`src/rtl/fp16_pkg.sv`:
```
// Shared FP16 definitions: field widths, special encodings, FSM and operand-class enums.
// Also holds the leading-zero counter used to normalize subnormal operands.
package fp16_pkg;

  localparam int EXP_W  = 5;
  localparam int FRAC_W = 10;
  localparam int BIAS   = 15;

  localparam logic [15:0] QNAN    = 16'h7E00;
  localparam logic [15:0] POS_INF = 16'h7C00;

  typedef enum logic [1:0] {
    IDLE,
    DIV,
    RND
  } state_t;

  typedef enum logic [2:0] {
    ZERO,
    SUB,
    NORM,
    INF,
    NAN
  } fp_class_t;

  // Priority encoder: shift needed to bring the leading one up to bit 10.
  function automatic logic [3:0] lzc11(input logic [10:0] v);
    logic [3:0] n;
    n = 4'd0;
    for (int i = 0; i <= 10; i++) begin
      if (v[i]) n = 4'(10 - i);
    end
    return n;
  endfunction

endpackage

```
`src/rtl/fp16_div_seq_if.sv`:
```
// Start/done handshake bundle of the sequential FP16 divider.
// The slave modport is the divider side, the master modport the issuing side.
interface fp16_div_seq_if;
  import fp16_pkg::*;

  logic        i_start;
  logic [15:0] i_a;
  logic [15:0] i_b;
  logic        o_busy;
  logic        o_done;
  logic [15:0] o_result;
  logic        o_overflow;
  logic        o_underflow;
  logic        o_div_by_zero;
  logic        o_invalid;
  logic        o_inexact;

  modport slave (
    input  i_start, i_a, i_b,
    output o_busy, o_done, o_result,
           o_overflow, o_underflow, o_div_by_zero, o_invalid, o_inexact
  );

  modport master (
    output i_start, i_a, i_b,
    input  o_busy, o_done, o_result,
           o_overflow, o_underflow, o_div_by_zero, o_invalid, o_inexact
  );

endinterface

```
`src/rtl/fp16_unpack.sv`:
```
// Combinational FP16 operand decoder: class, normalized 11-bit mantissa and signed
// effective exponent (subnormals shifted left by their leading-zero count).
module fp16_unpack
  import fp16_pkg::*;
(
  input  logic [14:0]        i_x,
  output fp_class_t          o_cls,
  output logic [10:0]        o_mant,
  output logic signed [6:0]  o_exp
);

  logic [EXP_W-1:0]  w_e;
  logic [FRAC_W-1:0] w_f;
  logic [3:0]        w_lz;

  assign w_e  = i_x[14:10];
  assign w_f  = i_x[9:0];
  assign w_lz = lzc11({1'b0, w_f});

  always_comb begin
    // NOTE: every always_comb output gets a default first so no path can infer a latch.
    o_cls  = NORM;
    o_mant = {1'b1, w_f};
    o_exp  = $signed({2'b00, w_e});
    if (w_e == '1) begin
      o_cls = (w_f != '0) ? NAN : INF;
    end else if (w_e == '0) begin
      if (w_f == '0) begin
        o_cls  = ZERO;
        o_mant = '0;
        o_exp  = '0;
      end else begin
        o_cls  = SUB;
        o_mant = {1'b0, w_f} << w_lz;
        o_exp  = 7'sd1 - $signed({3'b000, w_lz});
      end
    end
  end

endmodule

```
`src/rtl/fp16_div_seq.sv`:
```
// Sequential FP16 divider: restoring shift-subtract loop, one quotient bit per cycle,
// round-half-up, subnormal results flushed to zero.
module fp16_div_seq
  import fp16_pkg::*;
(
  input  logic          clk,
  input  logic          rst,
  fp16_div_seq_if.slave bus
);

  localparam logic signed [6:0] BIAS_Q = 7'(BIAS);

  state_t             r_state;
  logic               r_sign;
  logic signed [6:0]  r_exp;
  logic [11:0]        r_rem;
  logic [10:0]        r_mb;
  logic [12:0]        r_q;
  logic [3:0]         r_cnt;
  logic               r_busy;
  logic               r_done;
  logic [15:0]        r_result;
  logic               r_ovf;
  logic               r_unf;
  logic               r_dbz;
  logic               r_inv;
  logic               r_inx;

  fp_class_t          w_cls_a;
  fp_class_t          w_cls_b;
  logic [10:0]        w_mant_a;
  logic [10:0]        w_mant_b;
  logic signed [6:0]  w_exp_a;
  logic signed [6:0]  w_exp_b;
  logic               w_sign;

  fp16_unpack u_unpack_a (
    .i_x    (bus.i_a[14:0]),
    .o_cls  (w_cls_a),
    .o_mant (w_mant_a),
    .o_exp  (w_exp_a)
  );

  fp16_unpack u_unpack_b (
    .i_x    (bus.i_b[14:0]),
    .o_cls  (w_cls_b),
    .o_mant (w_mant_b),
    .o_exp  (w_exp_b)
  );

  assign w_sign = bus.i_a[15] ^ bus.i_b[15];

  logic        w_special;
  logic        w_spec_inv;
  logic        w_spec_dbz;
  logic [15:0] w_spec_res;

  always_comb begin
    w_special  = 1'b1;
    w_spec_inv = 1'b0;
    w_spec_dbz = 1'b0;
    w_spec_res = {w_sign, 15'h0000};
    if (w_cls_a == NAN || w_cls_b == NAN ||
        (w_cls_a == ZERO && w_cls_b == ZERO) ||
        (w_cls_a == INF && w_cls_b == INF)) begin
      w_spec_inv = 1'b1;
      w_spec_res = QNAN;
    end else if (w_cls_a == INF) begin
      w_spec_res = {w_sign, POS_INF[14:0]};
    end else if (w_cls_b == ZERO) begin
      w_spec_dbz = 1'b1;
      w_spec_res = {w_sign, POS_INF[14:0]};
    end else if (w_cls_a == ZERO || w_cls_b == INF) begin
      w_spec_res = {w_sign, 15'h0000};
    end else begin
      w_special = 1'b0;
    end
  end

  // Remainder stays below 2*m_b, so after a subtract it fits in 11 bits.
  logic        w_ge;
  logic [10:0] w_diff;
  logic [11:0] w_rem_nxt;

  assign w_ge      = r_rem >= {1'b0, r_mb};
  assign w_diff    = r_rem[10:0] - r_mb;
  assign w_rem_nxt = w_ge ? {w_diff, 1'b0} : {r_rem[10:0], 1'b0};

  logic [9:0]        w_frac;
  logic [9:0]        w_frac_rnd;
  logic              w_rbit;
  logic              w_sticky;
  logic              w_carry;
  logic signed [6:0] w_exp_n;
  logic signed [6:0] w_exp_fin;
  logic              w_ovf;
  logic              w_unf;

  // The hidden one is implicit; an all-ones fraction rounding up wraps to 0 and bumps the exponent.
  assign w_frac     = r_q[12] ? r_q[11:2] : r_q[10:1];
  assign w_rbit     = r_q[12] ? r_q[1] : r_q[0];
  assign w_sticky   = (r_q[12] & r_q[0]) | (r_rem != '0);
  assign w_exp_n    = r_q[12] ? r_exp : r_exp - 7'sd1;
  assign w_carry    = (&w_frac) & w_rbit;
  assign w_frac_rnd = w_frac + {9'd0, w_rbit};
  assign w_exp_fin  = w_carry ? w_exp_n + 7'sd1 : w_exp_n;
  assign w_ovf      = w_exp_fin >= 7'sd31;
  assign w_unf      = w_exp_fin <= 7'sd0;

  always_ff @(posedge clk or posedge rst) begin
    // NOTE: state registers use non-blocking assignments so every flop samples pre-edge values.
    if (rst) begin
      r_state  <= IDLE;
      r_sign   <= 1'b0;
      r_exp    <= '0;
      r_rem    <= '0;
      r_mb     <= '0;
      r_q      <= '0;
      r_cnt    <= '0;
      r_busy   <= 1'b0;
      r_done   <= 1'b0;
      r_result <= '0;
      r_ovf    <= 1'b0;
      r_unf    <= 1'b0;
      r_dbz    <= 1'b0;
      r_inv    <= 1'b0;
      r_inx    <= 1'b0;
    end else begin
      r_done <= 1'b0;
      case (r_state)
        IDLE: begin
          if (bus.i_start) begin
            r_sign <= w_sign;
            if (w_special) begin
              r_done   <= 1'b1;
              r_result <= w_spec_res;
              r_ovf    <= 1'b0;
              r_unf    <= 1'b0;
              r_dbz    <= w_spec_dbz;
              r_inv    <= w_spec_inv;
              r_inx    <= 1'b0;
            end else begin
              r_exp   <= w_exp_a - w_exp_b + BIAS_Q;
              r_rem   <= {1'b0, w_mant_a};
              r_mb    <= w_mant_b;
              r_q     <= '0;
              r_cnt   <= 4'd12;
              r_busy  <= 1'b1;
              r_state <= DIV;
            end
          end
        end
        DIV: begin
          r_rem <= w_rem_nxt;
          r_q   <= {r_q[11:0], w_ge};
          r_cnt <= r_cnt - 4'd1;
          if (r_cnt == 4'd0) r_state <= RND;
        end
        RND: begin
          r_busy  <= 1'b0;
          r_done  <= 1'b1;
          r_state <= IDLE;
          r_dbz   <= 1'b0;
          r_inv   <= 1'b0;
          r_ovf   <= w_ovf;
          r_unf   <= w_unf & ~w_ovf;
          if (w_ovf) begin
            r_result <= {r_sign, POS_INF[14:0]};
            r_inx    <= 1'b1;
          end else if (w_unf) begin
            r_result <= {r_sign, 15'h0000};
            r_inx    <= 1'b1;
          end else begin
            r_result <= {r_sign, w_exp_fin[4:0], w_frac_rnd};
            r_inx    <= w_rbit | w_sticky;
          end
        end
        default: r_state <= IDLE;
      endcase
    end
  end

  assign bus.o_busy        = r_busy;
  assign bus.o_done        = r_done;
  assign bus.o_result      = r_result;
  assign bus.o_overflow    = r_ovf;
  assign bus.o_underflow   = r_unf;
  assign bus.o_div_by_zero = r_dbz;
  assign bus.o_invalid     = r_inv;
  assign bus.o_inexact     = r_inx;

endmodule

```
`src/flat_wrapper.sv`:
```
// flat-port wrapper written by rule: the top's interface ports become plain ports
module fp16_div_seq_flat import fp16_pkg::*;
  (clk, rst, bus_i_start, bus_i_a, bus_i_b, bus_o_busy, bus_o_done, bus_o_result, bus_o_overflow, bus_o_underflow, bus_o_div_by_zero, bus_o_invalid, bus_o_inexact);
  fp16_div_seq_if bus_i ();
  input  logic clk;
  input  logic rst;
  input wire logic [$bits(bus_i.i_start)-1:0] bus_i_start;
  input wire logic [$bits(bus_i.i_a)-1:0] bus_i_a;
  input wire logic [$bits(bus_i.i_b)-1:0] bus_i_b;
  output wire logic [$bits(bus_i.o_busy)-1:0] bus_o_busy;
  output wire logic [$bits(bus_i.o_done)-1:0] bus_o_done;
  output wire logic [$bits(bus_i.o_result)-1:0] bus_o_result;
  output wire logic [$bits(bus_i.o_overflow)-1:0] bus_o_overflow;
  output wire logic [$bits(bus_i.o_underflow)-1:0] bus_o_underflow;
  output wire logic [$bits(bus_i.o_div_by_zero)-1:0] bus_o_div_by_zero;
  output wire logic [$bits(bus_i.o_invalid)-1:0] bus_o_invalid;
  output wire logic [$bits(bus_i.o_inexact)-1:0] bus_o_inexact;
  assign bus_i.i_start = bus_i_start;
  assign bus_i.i_a = bus_i_a;
  assign bus_i.i_b = bus_i_b;
  assign bus_o_busy = bus_i.o_busy;
  assign bus_o_done = bus_i.o_done;
  assign bus_o_result = bus_i.o_result;
  assign bus_o_overflow = bus_i.o_overflow;
  assign bus_o_underflow = bus_i.o_underflow;
  assign bus_o_div_by_zero = bus_i.o_div_by_zero;
  assign bus_o_invalid = bus_i.o_invalid;
  assign bus_o_inexact = bus_i.o_inexact;
  fp16_div_seq u_core (.clk(clk), .rst(rst), .bus(bus_i));
endmodule
```
`config.mk`:
```
export PLATFORM = sky130hd
export DESIGN_NAME = fp16_div_seq_flat
export DESIGN_NICKNAME = d
export VERILOG_FILES = /design/src/rtl/fp16_pkg.sv /design/src/rtl/fp16_div_seq_if.sv /design/src/rtl/fp16_unpack.sv /design/src/rtl/fp16_div_seq.sv /design/src/flat_wrapper.sv
export SDC_FILE = /design/constraint.sdc
export NUM_CORES = 1
export LEC_CHECK = 0
export ABC_AREA = 0
export CAP_MARGIN = 0
export CORE_MARGIN = 2
export CORE_UTILIZATION = 54
export CTS_CLUSTER_DIAMETER = 200
export DETAILED_ROUTE_END_ITERATION = 10
export PLACE_DENSITY = 0.76
export SLEW_MARGIN = 30
export SYNTH_ARGS = -nofsm -noshare
export SYNTH_HDL_FRONTEND = slang
export SYNTH_SLANG_ARGS = --single-unit
```
`constraint.sdc`:
```
create_clock -name clk -period 5.7 [get_ports clk]
set_input_delay 0.855 -clock clk [delete_from_list [all_inputs] [get_ports clk]]
set_output_delay 0.855 -clock clk [all_outputs]
set_load 0.03 [all_outputs]
```
---- Word level (Yosys, flattened, before mapping) ----
Index checks and enable logic that the tools add are counted.
operators by class
  add/sub/neg operators ................... 9
  $lt $le $gt $ge ......................... 3
  equal/unequal tests ..................... 12
  shift-type cells ........................ 2
  muxes and demuxes ....................... 93
  bitwise gates (word level) .............. 8
  reduce and logical (&&, ||, !) cells .... 26
operator list
  operator              count
  $mux W4               22
  $mux W11              6
  $mux W15              4
  $mux W7               8
  $mux W16              3
  $mux W12              3
  $pmux W16 S2          1
  $mux W13              2
  $pmux W13 S2          1
  $pmux W12 S2          1
  $mux W1               23
  $shl A10 B4 Y11       2
  $logic_not A10 Y1     2
  $reduce_bool A10 Y1   2
  $reduce_and A3 Y1     5
  $pmux W1 S2           7
  $ge A12 B11 Y1        1
  $mux W3               4
  $reduce_bool A12 Y1   1
  $sub A11 B11 Y11      1
  $add A10 B1 Y10       1
  $eq A5 B5 Y1 const B  2
  $logic_not A5 Y1      2
  $mux W10              1
  other kinds (29)      48
storage, ports and cells
  register bits after elaboration ......... 73
  input bits .............................. 35
  output and inout bits ................... 23
  word-level logic and storage cells ...... 168

---- Logic depth before layout (Yosys ltp) ----
Gate-level depths: netlist of the first run.
  word-level depth ........................ 17
  gate-level depth with buffers ........... 15

---- By module ----
Synthesis of the first run repeated with hierarchy kept, for this count alone.
second synthesis, totals
  cell total of the unflattened synthesis .. 788
  area total of the unflattened synthesis .. 6214.7 um^2
by module, submodules not included
  module        instances  cells each  area each (um^2)  seq. area each (um^2)
  fp16_div_seq  1          562         4860.9            1826.8
  fp16_unpack   2          113         676.9             0.0

---- Worst setup path before layout of the first run ----
No wires, ideal clock.
  path type ............................... input to register
  start ................................... input port bus_i_a[0]
  end ..................................... register u_core.r_exp[6]
  data arrival time ....................... 3858 ps
  data required time ...................... 5572 ps
  path slack .............................. 1715 ps
  stages on the path ...................... 15
  path buffers ............................ 2
  cell sequence ........................... buf_2 or3b_2 a221oi_2 buf_2 inv_1 ha_1 a21o_1 ha_1 ha_1 a21o_1 a21oi_1 o21bai_1 a21oi_1 xnor2_1 o21ai_0
between the ends
  word-level cells in the longest chain between the ends .. 16
  elaborated cells on any way between the ends .. 37
RTL lines
  item                    line                 source
  start, declared         flat_wrapper.sv:8    input wire logic [$bits(bus_i.i_a)-1:0] bus_i_a;
  $mux W4 (10 in series)  fp16_pkg.sv:31       if (v[i]) n = 4'(10 - i);
  $sub A1 B4 Y5           fp16_unpack.sv:35    o_exp = 7'sd1 - $signed({3'b000, w_lz});
  $mux W7                 fp16_unpack.sv:28    if (w_f == '0) begin
  $mux W7                 fp16_unpack.sv:27    end else if (w_e == '0) begin
  $mux W7                 fp16_unpack.sv:25    if (w_e == '1) begin
  $sub A7 B7 Y7           fp16_div_seq.sv:143  r_exp <= w_exp_a - w_exp_b + BIAS_Q;
  $add A7 B5 Y7           fp16_div_seq.sv:143
  end signal, assigned    fp16_div_seq.sv:143
  end, declared           fp16_div_seq.sv:15   logic signed [6:0] r_exp;
Several ways; a longest one is shown, not always the timed one.
A chain may end at the register's enable or synchronous reset.

---- Worst setup path in the final report of the first run ----
Same ends and word-level chain as after synthesis.

==> results_dict.tcl, run 1 <==
set metrics [dict create \
    run_status "complete, no violations" \
    syn_area_sq_um 5710 \
    antenna_found_initial 0 \
    grt_pass1_vias 5282 \
    synthArstFlopShare_pct 100 \
    grt_max_degree 74 \
    relSlewSlack_pct 40.5 \
    route.detailed.drc 0 \
    crit_fanout 12 \
    rr_worst_depth 10 \
    fin_tns_setup_ps 0 \
    switching_share_pct 47.1 \
    dieArea_sq_um 11400 \
    wl_per_cell_um 17.7 \
    pin_count 58 \
    vias 5437 \
    die_h_um 107 \
    cts_num_sinks 73 \
    fin_util_pct 63.8 \
    worst_setup_path_end_kind "flip-flop" \
    power.total_uw 3250 \
    hold_viol 0 \
    insertion_delay_ps 360 \
    drive_gt1_share_pct 6.03 \
    syn2layout_area_growth_pct 14.9 \
    synth_area_leaders "dfrtp_1, ha_1, nand2_1" \
    p_switching_uw 1530 \
    post-place-ws_ps 1080 \
    period_share_pct 75.2 \
    reg2reg_slack_ps 2590 \
    min_path_type "reg2reg" \
    crit_slowest_cell "clkdlybuf4s50_1" \
    skew_ps 12.2 \
    netlist.area_leader.share_pct 32.0 \
    synth_area_leader_cell "dfrtp_1" \
    p_leak_uw 0.00282 \
    synth_seq_area_share_pct 32.0 \
    p_seq_share_pct 29.6 \
    post_drt_via_cell_ratio 6.28 \
    crit_family "compound AO/OA/AOI/OAI gates" \
    postCtsSetupBuffers 0 \
    fmax_ghz 0.233 \
    cp-start-kind "input pin" \
    globalRouteOverflowTotal 0 \
    yosys_warnings 0 \
    track_usage_pct 27.9 \
    numCtsBuffers 9 \
    min_from "u_core.r_mb[10]" \
    pwr-share-clk_pct 12.1 \
    min_to "u_core.r_mb[10]" \
    timing.rr.end "u_core.bus.o_result[8]" \
    clkTransAtPathRegs_ps 90 \
    p_int_uw 1720 \
    crit_arrival_ps 4500 \
    dr.pass1.iters 5 \
    power_density_nw_per_um2 495 \
    cts-root-buf "clkbuf_8" \
    synth_edf_count 0 \
    yosysUniqueCellTypes 63 \
    postRouteAntennaNets 0 \
    rr_startpoint "u_core.r_exp[0]" \
    placement_rows 37 \
    fin_ws_ps 1410 \
    layout_common_cells "nand2_1, dfrtp_1, clkdlybuf4s50_1, nor2_1, inv_1" \
    cts_tree "done" \
    cts_resized 0 \
    slowest_delay_ps 660 \
    rsz0062_at_grt "no" \
    place_congestion 0.919 \
    core_region_area_sq_um 10300 \
    synth_nets 751 \
    ys_ff_latch 73 \
    worstMarginPinSlew_ps 892 \
    hold_depth 2 \
    clk_path_buf_depth 2 \
    htreeDepth 3 \
    comb_power_share_pct 58.3 \
    setup_violations 0 \
    num-nets-final 791 \
    die_width_um 107 \
    diodes 0 \
    synth.avg_cell_area_sq_um 8.33 \
    crit_chain "clkdlybuf4s50_1 > or3b_2 > a221oi_2 > buf_4 > inv_1 > ha_1 > a21o_1 > ha_1 > ha_1 > a21o_1 > a21oi_1 > o21bai_1 > a21oi_1 > xnor2_1 > o21ai_0" \
    drv_cap 0 \
    drtIter0Drc 443 \
    synth_flop_cell "dfrtp_1" \
    slew_violations 0 \
    wirelength_mm 15.3 \
    path_depth 15 \
    netlist_instances 685 \
    final_common_cell "nand2_1" \
    ir_drop_mv 0.267 \
    dpl_cell_area_sq_um 6370 \
    grt_pass1_wl_mm 25.5 \
    dp_hpwl_mm 11.3 \
    period_minus_slack_ps 4290 \
    crit_buf_inv 3 \
    path_common_cell "ha_1" \
    crit_required_ps 5910 \
    path_class "in2reg" \
    portBuffers 57 \
    fin_area_sq_um 6560 \
    start_util_pct 55.6 \
    postCtsHoldBufs 0 \
]
==> cell families (layout without fill, tap and decap cells) <==
group,count (synthesis),count (layout),share of synthesized area [%]
AND/OR/NAND/NOR,232,232,19.3
XOR/XNOR,35,35,5.50
adder cells (fa/ha/maj),31,31,7.06
flip-flops,73,73,32.0
AO/OA/AOI/OAI,203,203,24.9
buffers and inverters,78,123,5.35
multiplexers,33,33,5.94
==> worst max-delay path by stage <==
stage	from	to	slack, ps
after floorplan	bus_i_a[0]	u_core.r_exp[6]	1710
after global placement	bus_i_a[0]	u_core.r_exp[6]	1160
after detailed placement	bus_i_a[0]	u_core.r_exp[6]	1080
after CTS	bus_i_a[0]	u_core.r_exp[6]	1430
after global routing	bus_i_a[4]	u_core.r_exp[6]	1200
final	bus_i_a[0]	u_core.r_exp[6]	1410
==> layout make-up <==
class                      instances  area, sq um
clock buffer                       9          124
clock inverter                     7         60.1
fill                             931         3720
inverter                          41          154
multi-input combinational        534         3580
sequential                        73         1830
tap                              136          170
timing repair buffer              66          642
==> synth_stat cells (11+ instances only) <==
| master | count |
|---|---|
| o21ai_0 | 38 |
| dfrtp_1 | 73 |
| nor3_1 | 22 |
| clkbuf_1 | 25 |
| nor2b_1 | 12 |
| a21o_1 | 11 |
| xor2_1 | 13 |
| inv_1 | 41 |
| nor2_1 | 55 |
| ha_1 | 29 |
| nand2_1 | 77 |
| xnor2_1 | 21 |
| a21oi_1 | 38 |
| mux2i_1 | 26 |
| o211ai_1 | 13 |
| a31oi_1 | 11 |
| a22o_1 | 21 |
| nand3_1 | 20 |
==> worst reg2reg max path, cell delays in order (launching register included) <==
cell	delay, ps
dfrtp_1	470
inv_1	160
ha_1	230
or3b_2	490
a21oi_1	230
o211ai_1	170
xnor2_2	350
o21bai_2	190
a311oi_4	500
o211ai_1	170
nand2_1	90
==> registers in the layout, summed over array words and instances, names as in the netlist <==
name,count
u_core.bus.o_div_by_zero,1
u_core.r_exp,7
u_core.bus.o_inexact,1
u_core.bus.o_invalid,1
u_core.r_sign,1
u_core.r_q,13
u_core.r_state,2
u_core.r_rem,12
u_core.bus.o_overflow,1
u_core.bus.o_underflow,1
u_core.r_mb,11
u_core.bus.o_busy,1
u_core.bus.o_done,1
u_core.r_cnt,4
u_core.bus.o_result,16
==> through the flow <==
step,hold WS (ps),std cells
after floorplan,418,685
after global placement,434,850
after detailed placement,438,850
after CTS,460,866
after global routing,512,866
final,456,866
==> layer usage <==
| metal | GRT usage [%] | part of all wire (%) | up-vias |
|---|---|---|---|
| met1 | 35.7 | 42 | 2586 |
| li1 | - | - | 2591 |
| met5 | 0 | 0 | - |
| met3 | 3.95 | 5.5 | 46 |
| met4 | 11.9 | 4.0 | 0 |
| met2 | 47.4 | 48 | 214 |
==> power by group through the flow <==
| stage | Sequential (uW) | Combinational (uW) | Clock [uW] |
|---|---|---|---|
| 2_1_floorplan | 971 | 1370 | 0 |
| 3_3_place_gp | 957 | 1800 | 0 |
| 3_5_place_dp | 968 | 1860 | 0 |
| 4_1_cts | 957 | 1880 | 402 |
| 5_1_grt | 995 | 2110 | 426 |
| 6_report | 963 | 1890 | 393 |
No activity file was read; power rests on OpenSTA's default activity.
==> inputs of run 2 (changes only) <==
Clock period 5.7 ns to 4.3 ns, I/O delays scaled along.
==> run 2 against run 1 <==
Compared with the run above:
- first-iteration DRC count down 15%
- hold slack gained 2.5 ps
- sequential share of layout area shrank 0.70 points
- via count increased by 1.6%
- clock power rose by 33%
- combinational power is 33% higher
- global-route usage grew 0.20 points
- clock-buffer cell count did not move
- final cell count rose by 2.7%
- routed wire length rose by 2.2%
- non-clock buffer count is 23 higher
- largest power group unchanged
==> results_dict.tcl, run 2 (synthesis gave the netlist of run 1 again) <==
set metrics [dict create \
    postRouteAntennaNets 0 \
    die_width_um 107 \
    clkTransAtPathRegs_ps 100 \
    cp-start-kind "input pin" \
    portBuffers 57 \
    placement_rows 37 \
    cts-root-buf "clkbuf_8" \
    syn2layout_area_growth_pct 17.9 \
    drv_cap 0 \
    crit_fanout 7 \
    crit_chain "clkdlybuf4s50_1 > nor4_1 > nor2_1 > inv_1 > ha_1 > a21o_1 > ha_1 > ha_1 > a21o_1 > a21oi_1 > o21bai_1 > a21oi_1 > xnor2_1 > o21ai_0" \
    die_h_um 107 \
    setup_violations 0 \
    dp_hpwl_mm 11.9 \
    post_drt_via_cell_ratio 6.21 \
    run_status "complete, no violations" \
    hold_viol 0 \
    wl_per_cell_um 17.6 \
    path_depth 14 \
    worst_setup_path_end_kind "flip-flop" \
    relSlewSlack_pct 40.4 \
    timing.rr.end "u_core.r_rem[5]" \
    final_common_cell "nand2_1" \
    fin_tns_setup_ps 0 \
    crit_arrival_ps 4170 \
    core_region_area_sq_um 10300 \
    track_usage_pct 28.1 \
    route.detailed.drc 0 \
    htreeDepth 3 \
    min_path_type "reg2reg" \
    insertion_delay_ps 370 \
    vias 5525 \
    rr_worst_depth 12 \
    period_share_pct 91.7 \
    cts_resized 0 \
    skew_ps 15.8 \
    slowest_delay_ps 630 \
    fmax_ghz 0.254 \
    grt_max_degree 40 \
    grt_pass1_vias 5309 \
    fin_util_pct 65.5 \
    dr.pass1.iters 5 \
    clk_path_buf_depth 2 \
    grt_pass1_wl_mm 25.6 \
    pin_count 58 \
    place_congestion 0.929 \
    postCtsHoldBufs 0 \
    num-nets-final 814 \
    crit_family "compound AO/OA/AOI/OAI gates" \
    crit_buf_inv 2 \
    path_common_cell "ha_1" \
    postCtsSetupBuffers 0 \
    start_util_pct 55.6 \
    fill_cells 893 \
    reg2reg_slack_ps 1050 \
    drtIter0Drc 375 \
    slew_violations 0 \
    layout_common_cells "nand2_1, dfrtp_1, clkdlybuf4s50_1, nor2_1, inv_1" \
    antenna_found_initial 0 \
    worstSetupEndpoint "u_core.r_exp[6]" \
    cts_tree "done" \
    rr_startpoint "u_core.r_rem[0]" \
    largest_reg_flops 16 \
    globalRouteOverflowTotal 0 \
    wirelength_mm 15.7 \
    startpoint "bus_i_a[5]" \
    crit_slowest_cell "nor4_1" \
    ir_drop_mv 0.373 \
    power_density_nw_per_um2 641 \
    period_minus_slack_ps 3940 \
    worstMarginPinSlew_ps 894 \
    cts_num_sinks 73 \
    crit_required_ps 4530 \
    diodes 0 \
    rsz0062_at_grt "no" \
    numCtsBuffers 9 \
    path_class "in2reg" \
    drive_gt1_share_pct 8.90 \
    p_leak_uw 0.00293 \
    dieArea_sq_um 11400 \
]
-- run 2: cell types whose count changed in the layout (fill, tap and decap cells not counted) --
cell,previous run,this run
buf_6,1,0
buf_4,8,32
-- run 2: worst min path at each step --
| stage | from | to | slack [ps] | cells past startpoint |
|---|---|---|---|---|
| final | u_core.r_mb[10] | u_core.r_mb[10] | 460 | 2 |
| after CTS | u_core.r_mb[10] | u_core.r_mb[10] | 470 | 2 |
| after floorplan | u_core.r_mb[10] | u_core.r_mb[10] | 420 | 2 |
| after global routing | u_core.r_mb[10] | u_core.r_mb[10] | 500 | 2 |
| after global placement | u_core.r_mb[10] | u_core.r_mb[10] | 440 | 2 |
| after detailed placement | u_core.r_mb[10] | u_core.r_mb[10] | 440 | 2 |
-- run 2: stage by stage --
step	setup WS (ps)	area (sq um)	hold WS [ps]	cells	total power, uW
after floorplan	525	5710	418	685	3110
after global placement	278	6550	440	873	3670
after detailed placement	101	6550	445	873	3770
after CTS	454	6730	468	889	4300
after global routing	275	6730	495	889	4660
final	356	6730	459	889	4310
-- run 2: layer usage --
layer,wire length (um),part of all wire (%),vias up,track usage (%)
met2,7570,48,194,47.0
met5,0,0,-,0
met3,794,5.1,43,3.77
met1,6630,42,2644,35.6
met4,666,4.3,0,14.6
li1,-,-,2644,-
-- run 2: report_power, final --
| part | total (uW) | internal [uW] | switching [uW] |
|---|---|---|---|
| Sequential | 1280 | 970 | 311 |
| Clock | 523 | 219 | 304 |
| Combinational | 2510 | 1100 | 1410 |
| Total | 4310 | 2290 | 2020 |
-- run 2: layout make-up --
class	count	area, sq um	area share [%]
well taps	136	170	2.53
multi-input cells	534	3580	53.3
clock buffers	9	124	1.84
clock inverters	7	60.1	0.893
flip-flops and latches	73	1830	27.1
inverters	41	154	2.29
repair buffers	89	811	12.0
-- run 2: worst min-delay path, stage by stage, from the launching register on --
cell and delay (ps):
dfrtp_1 330, inv_1 50, nand2_1 50
